## src/rtl/branch_predictor.sv

```systemverilog
// Tournament branch predictor: bimodal + gshare with a per-PC chooser and a direct-mapped BTB.
// Optional event counters are built only when CHRONOS_BP_PERF_EN is defined.
module branch_predictor #(
  parameter int unsigned BTB_ENTRIES = 16,
  parameter int unsigned PHT_ENTRIES = 64,
  parameter int unsigned GHR_BITS    = 6
) (
  input  logic                clk,
  input  logic                rst,
  input  logic [31:0]         pred_pc,
  output logic                pred_taken,
  output logic [31:0]         pred_target,
  output logic [GHR_BITS-1:0] pred_ghr,
  input  logic                upd_val,
  input  logic [31:0]         upd_pc,
  input  logic                upd_taken,
  input  logic [31:0]         upd_target,
  input  logic [GHR_BITS-1:0] upd_ghr,
  input  logic                upd_mispred,
  output logic [31:0]         perf_branches,
  output logic [31:0]         perf_mispred
);

  localparam int unsigned PHT_IW = $clog2(PHT_ENTRIES);
  localparam int unsigned BTB_IW = $clog2(BTB_ENTRIES);
  localparam int unsigned TAG_W  = 30 - BTB_IW;

  logic [1:0]          bim_tbl [PHT_ENTRIES];
  logic [1:0]          gsh_tbl [PHT_ENTRIES];
  logic [1:0]          cho_tbl [PHT_ENTRIES];
  logic [BTB_ENTRIES-1:0] btb_valid;
  logic [TAG_W-1:0]    btb_tag [BTB_ENTRIES];
  logic [31:0]         btb_tgt [BTB_ENTRIES];
  logic [GHR_BITS-1:0] ghr;

  function automatic logic [1:0] sat2(input logic [1:0] c, input logic up);
    logic [1:0] r;
    r = c;
    if (up && c != 2'b11)
      r = c + 2'b01;
    else if (!up && c != 2'b00)
      r = c - 2'b01;
    return r;
  endfunction

  // Lookup path
  logic [PHT_IW-1:0] lk_idx;
  logic [PHT_IW-1:0] lk_gidx;
  logic [BTB_IW-1:0] lk_bidx;
  logic [TAG_W-1:0]  lk_tag;
  logic [1:0]        lk_ctr;
  logic              lk_hit;

  always_comb begin
    lk_idx  = pred_pc[PHT_IW+1:2];
    lk_gidx = lk_idx ^ PHT_IW'(ghr);
    lk_bidx = pred_pc[BTB_IW+1:2];
    lk_tag  = pred_pc[31:BTB_IW+2];
    lk_ctr  = cho_tbl[lk_idx][1] ? gsh_tbl[lk_gidx] : bim_tbl[lk_idx];
    lk_hit  = btb_valid[lk_bidx] && (btb_tag[lk_bidx] == lk_tag);
  end

  always_comb begin
    pred_taken  = !rst && lk_hit && lk_ctr[1];
    pred_target = pred_taken ? btb_tgt[lk_bidx] : pred_pc + 32'd4;
    pred_ghr    = ghr;
  end

  // Update path
  logic [PHT_IW-1:0] up_idx;
  logic [PHT_IW-1:0] up_gidx;
  logic [BTB_IW-1:0] up_bidx;
  logic [TAG_W-1:0]  up_tag;
  logic [1:0]        up_bim_old;
  logic [1:0]        up_gsh_old;

  always_comb begin
    up_idx     = upd_pc[PHT_IW+1:2];
    up_gidx    = up_idx ^ PHT_IW'(upd_ghr);
    up_bidx    = upd_pc[BTB_IW+1:2];
    up_tag     = upd_pc[31:BTB_IW+2];
    up_bim_old = bim_tbl[up_idx];
    up_gsh_old = gsh_tbl[up_gidx];
  end

  always_ff @(posedge clk or posedge rst) begin
    if (rst) begin
      for (int unsigned i = 0; i < PHT_ENTRIES; i++) begin
        bim_tbl[i] <= 2'b01;
        gsh_tbl[i] <= 2'b01;
        cho_tbl[i] <= 2'b01;
      end
      btb_valid <= '0;
      ghr       <= '0;
    end else if (upd_val) begin
      bim_tbl[up_idx]  <= sat2(up_bim_old, upd_taken);
      gsh_tbl[up_gidx] <= sat2(up_gsh_old, upd_taken);
      // Chooser only learns when the two components disagreed before this update
      if (up_bim_old[1] != up_gsh_old[1])
        cho_tbl[up_idx] <= sat2(cho_tbl[up_idx], up_gsh_old[1] == upd_taken);
      if (upd_taken)
        btb_valid[up_bidx] <= 1'b1;
      ghr <= {upd_ghr[GHR_BITS-2:0], upd_taken};
    end
  end

  // BTB payload needs no reset; entries are masked by btb_valid
  always_ff @(posedge clk) begin
    if (upd_val && upd_taken && !rst) begin
      btb_tag[up_bidx] <= up_tag;
      btb_tgt[up_bidx] <= upd_target;
    end
  end

`ifdef CHRONOS_BP_PERF_EN
  always_ff @(posedge clk or posedge rst) begin
    if (rst) begin
      perf_branches <= '0;
      perf_mispred  <= '0;
    end else if (upd_val) begin
      perf_branches <= perf_branches + 32'd1;
      if (upd_mispred)
        perf_mispred <= perf_mispred + 32'd1;
    end
  end

  logic unused_pc_bits;
  assign unused_pc_bits = ^{pred_pc[1:0], upd_pc[1:0]};
`else
  assign perf_branches = '0;
  assign perf_mispred  = '0;

  logic unused_pc_bits;
  assign unused_pc_bits = ^{pred_pc[1:0], upd_pc[1:0], upd_mispred};
`endif

endmodule

```

## config.mk

```make
export PLATFORM = sky130hd
export DESIGN_NAME = branch_predictor
export DESIGN_NICKNAME = d
export VERILOG_FILES = /design/src/rtl/branch_predictor.sv
export SDC_FILE = /design/constraint.sdc
export NUM_CORES = 2
export LEC_CHECK = 0
export CAP_MARGIN = 10
export CORE_MARGIN = 2
export CORE_UTILIZATION = 63
export DETAILED_ROUTE_END_ITERATION = 8
export DONT_BUFFER_PORTS = 1
export PLACE_DENSITY_LB_ADDON = 0.1
export SYNTH_ARGS = -nofsm -noshare
export SYNTH_HDL_FRONTEND = slang
export SYNTH_SLANG_ARGS = --single-unit
```

## constraint.sdc

```tcl
create_clock -name clk -period 22.5 [get_ports clk]
set_input_delay 2.25 -clock clk [delete_from_list [all_inputs] [get_ports clk]]
set_output_delay 2.25 -clock clk [all_outputs]
set_load 0.01 [all_outputs]
```

* After elaboration in Yosys (flattened, before gate mapping)
Memories as Yosys holds them, arrays and structs flattened.
Cells that the tools add are included.
** Operators by class
- $lt $le $gt $ge :: 9
- Mux-type cells :: 43
- Reduce and logical (&&, ||, !) cells :: 22
- Bitwise operators :: 7
- Equality and inequality tests :: 6
- $add $sub $neg :: 7
** Operator list (count)
- $bwmux W128 :: 3
- $bmux W2 S6 :: 6
- $mux W2 :: 25
- $add A32 B3 Y32 const B :: 1
- $mux W32 :: 1
- $ge A7 B7 Y1 const B :: 4
- $not A6 Y7 :: 4
- $eq A26 B26 Y1 :: 1
- $demux W2 S6 :: 2
- $or A16 B16 Y16 :: 1
- $logic_and A1 B1 Y1 :: 14
- $lt A7 B1 Y1 const B :: 2
- $xor A6 B6 Y6 :: 2
- $lt A4 B5 Y1 const B :: 2
- $add A2 B1 Y2 const B :: 3
- $ne A2 B2 Y1 const B :: 3
- $reduce_bool A2 Y1 :: 3
- $sub A2 B1 Y2 const B :: 3
- $bmux W1 S4 :: 1
- $demux W1 S4 :: 1
- $ge A4 B1 Y1 const B :: 1
- $mux W1 :: 4
- $reduce_and A2 Y1 :: 2
- $logic_not A1 Y1 :: 3
- 2 further kinds :: 2
** Storage, ports and cells
- Register bits after elaboration :: 406
- Bits in writable memories :: 928
- Logic and storage cells :: 290
- Output and inout bits :: 103
- Memories :: 2
** Memory list
- btb_tgt :: words 16, width 32, read ports 1, clocked after Yosys merged registers in 0, wr ports 1, RTL line 33 : logic [31:0] btb_tgt [BTB_ENTRIES];
- btb_tag :: words 16, width 26, read ports 1, clocked after Yosys merged registers in 0, wr ports 1, RTL line 32 : logic [TAG_W-1:0] btb_tag [BTB_ENTRIES];

* Longest topological paths before layout
- Depth in word-level cells :: 13
- Gate-level depth with buffers :: 20
- Gate-level depth less buffers :: 13

* Least setup slack after synthesis
No wires, ideal clock.
- Kind :: input port to flip-flop
- Start point :: input rst
- End point :: memory btb_tag[10][0] (netlist name) (enable)
- Data arrival time :: 16.071 ns
- Stages :: 3
- Slack :: 5.884 ns
- Cells stage by stage :: inv_1 nand2_1 nor3_1
** Between the ends
- Longest elaborated chain between the ends :: 4
** RTL lines
- from (decl) :: RTL line 9 : input logic rst,
- $logic_not A1 Y1 :: RTL line 109 : if (upd_val && upd_taken && !rst) begin
- $logic_and A1 B1 Y1 :: RTL line 109
- $mux W1 :: RTL line 109
- $mux W1 (implied by the code) :: RTL line 110 : btb_tag[up_bidx] <= up_tag;
- to (decl) :: RTL line 32
No other way between the ends.

* Worst setup path in the final report
- Start point :: input pred_pc[2]
- End point :: output pred_target[9]
** Between the ends
- Longest elaborated chain between the ends :: 8
** RTL lines
- from (decl) :: RTL line 10 : input logic [31:0] pred_pc,
- $xor A6 B6 Y6 :: RTL line 56 : lk_gidx = lk_idx ^ PHT_IW'(ghr);
- $not A6 Y7 (implied by the code) :: RTL line 59 : lk_ctr = cho_tbl[lk_idx][1] ? gsh_tbl[lk_gidx] : bim_tbl[lk_idx];
- $bmux W2 S6 :: RTL line 59
- $mux W2 (implied by the code) (2 in a row) :: RTL line 59
- $mux W2 :: RTL line 59
- $logic_and A1 B1 Y1 :: RTL line 64 : pred_taken = !rst && lk_hit && lk_ctr[1];
- $mux W32 * :: RTL line 65 : pred_target = pred_taken ? btb_tgt[lk_bidx] : pred_pc + 32'd4;
- to (decl) :: RTL line 12 : output logic [31:0] pred_target,
Mark *: on every way between the ends. The rest lies on a longest branch, timed or not. The select of a mux whose other input is x is not followed.

==> run metrics <==
outcome=finished clean; # DRC=0; final setup TNS=0 ps; RePlAce Congestion=0.908; CP max FO=243; Crit. End Element=output pin; share of post-route cells with drive strength above 1=29.0%; slew of the pin with the lowest slew margin=1290 ps; Final min period=8540 ps; Num CTS Buffers=136; vias in the first global route=34400; Post-Route WL=150 mm; hold path startpoint=btb_valid[10]; CP arrival=6290 ps; grt total ovfl=0; RSZ-0062 raised after global routing=false; Hold Path Class=reg2reg; clk sinks=1334; DR pass1 iterations=6; synth warn=0; GRT Total Usage=31.6%; CTS tree=built; final setup fails=0; CTS Hold Bufs=0; hold endpoint=btb_valid[10]; fraction of registers with async set or reset after synthesis=30.4%; Tcrit/Tclk final=38.0%; pin count of the biggest net entering global routing=276; mapped cell area=59400 sq um; Seq cells post-synth=1334; layout net count=3717; Critical path buffers and inverters=1; Layout Skew=23.0 ps; Power Dens Cells=90.8 nW/um^2; H-tree depth=4; first-pass GRT wire length=224 mm; CP Launch Type=input pin; worst endpoint required time=20250 ps; Netlist cell types=76; Final Hold Fails=0; routed vias/inst=6.79; most frequent CP cell=nand4_1; Std-Cell Rows=112; r2r startpoint=bim_tbl[17]; antenna-violating nets left=0; Seq/Total Area, Yosys=64.4%; DP Wirelength=85.7 mm; Inst Count DP=4718; IO Port Bufs=0; Post-CTS Setup Bufs=0; Leak Pwr=22.5 nW; Non-Filler Instances=4966; Place WS=14410 ps; post-CTS sizing=0; metal3 WL=15.1 mm; Highest Signal Layer=met5; io pins=210; crit-path max cell delay=1100 ps; initial antenna violation count=5; Primary FF master, synth=edfxtp_1; DIE AREA=96800 sq um; M1 wire length=56.9 mm; reg2reg path depth=11; maximum clock rate=117 MHz; worst rel slew slack=13.0%; RR Endpoint=bim_tbl[37]; Starting Density=63.6%; final setup margin=13960 ps; CP top delay family=compound AO/OA/AOI/OAI gates; number of synthesized flops with an enable pin=928; metal2 WL=73.4 mm; hold path depth=1; DR iter-0 viols=3964; Syn Inst Count=3635; Root Buffer Master=clkbuf_16; fin util=69.1%; Max clock buf depth=3; r2r setup slk=17760 ps; average wire per standard cell=30.2 um; Die Ht=311 um; Worst-Skew Late Latency=760 ps; Area growth syn-to-layout=8.60%; Slew Viols, Final=0; Vias=33700; slowest CP cell=o311ai_0; Core ar.=93500 sq um; die width=311 um; Syn Area/Cell=16.3 sq um; Clock transition at path regs=60 ps; Critical Path, Cell by Cell=mux4_2 > nor3_1 > o311ai_0 > nand4_1 > o31ai_1 > nand4_1 > buf_4 > mux2_1; final hold slack=453 ps; Max VDD drop=94.1 uV; critical path type=in2out; maxcap violations=0
where the power goes:
group,internal [mW],switching (mW)
clock network,1.25,0.961
logic,0.299,0.379
registers,2.86,0.106
cell usage in the layout (no fill, tap or decap), types with 14 or more instances in the layout:
master / synthesis / layout
xor2_1: 25 / 21
dfrtp_1: 214 / 214
clkbuf_1: 94 / 29
o31ai_1: 70 / 70
buf_4: 87 / 50
xnor2_1: 43 / 42
mux4_2: 383 / 383
inv_1: 22 / 21
dfstp_2: 192 / 192
clkinv_1: 2 / 26
o21ai_0: 134 / 133
nor2_1: 194 / 183
nand2_1: 429 / 429
mux2_2: 212 / 212
clkinv_2: 0 / 21
nand3_1: 36 / 36
nor3_1: 22 / 18
nand4_1: 15 / 15
a221oi_1: 14 / 14
clkbuf_16: 0 / 139
o22ai_1: 20 / 20
a21oi_1: 56 / 55
conb_1: 1 / 64
mux2i_1: 114 / 114
mux4_1: 15 / 15
edfxtp_1: 928 / 928
cell type report:
class                           instances  area, sq um
Tap cell                             1254         1570
Antenna cell                            1         2.50
Multi-Input combinational cell       2053        19800
Clock inverter                         67          636
Clock buffer                          180         3750
Fill cell                            6006        28900
Sequential cell                      1334        38300
Timing Repair Buffer                   50          375
Inverter                               27          111
worst max-delay path by stage:
stage,from,end,depth (start not counted)
3_5_place_dp,pred_pc[2],pred_target[9],8
4_1_cts,pred_pc[2],pred_target[9],8
5_1_grt,pred_pc[2],pred_target[14],8
2_1_floorplan,rst,btb_tag[10][0],3
6_report,pred_pc[2],pred_target[9],8
3_3_place_gp,pred_pc[2],pred_target[9],8
per-stage QoR:
| stage | instance area, sq um | total power, mW |
|---|---|---|
| 2_1_floorplan | 59700 | 3.54 |
| 3_3_place_gp | 60200 | 3.64 |
| 3_5_place_dp | 60200 | 3.68 |
| 4_1_cts | 64500 | 5.88 |
| 5_1_grt | 64500 | 6.05 |
| 6_report | 64500 | 5.86 |
logic make-up after synthesis:
kind of cell / count (synthesis) / share of synthesized area [%]
other: 1 / 0.00631
DFF: 1334 / 64.4
adders and majority gates: 8 / 0.168
buffers and inverters: 311 / 2.98
xor gates and xnor gates: 73 / 1.16
muxes: 743 / 21.6
AOI/OAI and AO/OA: 413 / 4.46
and+or+nand+nor: 752 / 5.22
routing by layer:
metal / GRT usage, % / vias to the layer above
met5: 0 / -
met4: 10.3 / 6
met3: 7.23 / 314
met2: 50.5 / 1779
met1: 43.7 / 17600
li1: - / 14000
registers in the layout (all words and copies together) (netlist names):
signal / count
bim_tbl: 128
btb_tag: 416
btb_tgt: 512
btb_valid: 16
cho_tbl: 128
gsh_tbl: 128
pred_ghr: 6
cell usage after synthesis (all sizes together), types with 4 or more instances:
cell type,instances,share of area (%)
o21bai,5,0.063
nor4,4,0.053
ha,8,0.17
o221ai,13,0.19
nor3,22,0.19
mux2i,114,1.9
a2111oi,5,0.074
nand2b,8,0.084
a221o,4,0.067
edfxtp,928,47
mux4,404,15
o2bb2ai,4,0.059
mux2,225,4.3
nor2,194,1.2
a21o,12,0.15
inv,25,0.16
dfstp,192,8.5
a31oi,9,0.095
nand2,429,2.7
xnor2,46,0.72
a211oi,11,0.14
nor2b,13,0.14
a22o,9,0.13
o211ai,4,0.051
and2,5,0.053
clkbuf,94,0.59
dfrtp,214,9.0
nand3,36,0.30
a221oi,14,0.21
o22ai,20,0.21
a22oi,12,0.15
and3,12,0.13
nand4,15,0.16
a21oi,58,0.50
xor2,27,0.44
o31ai,70,0.88
buf,190,2.2
o21ai,146,1.2
Power figures use the tool's default switching activity.
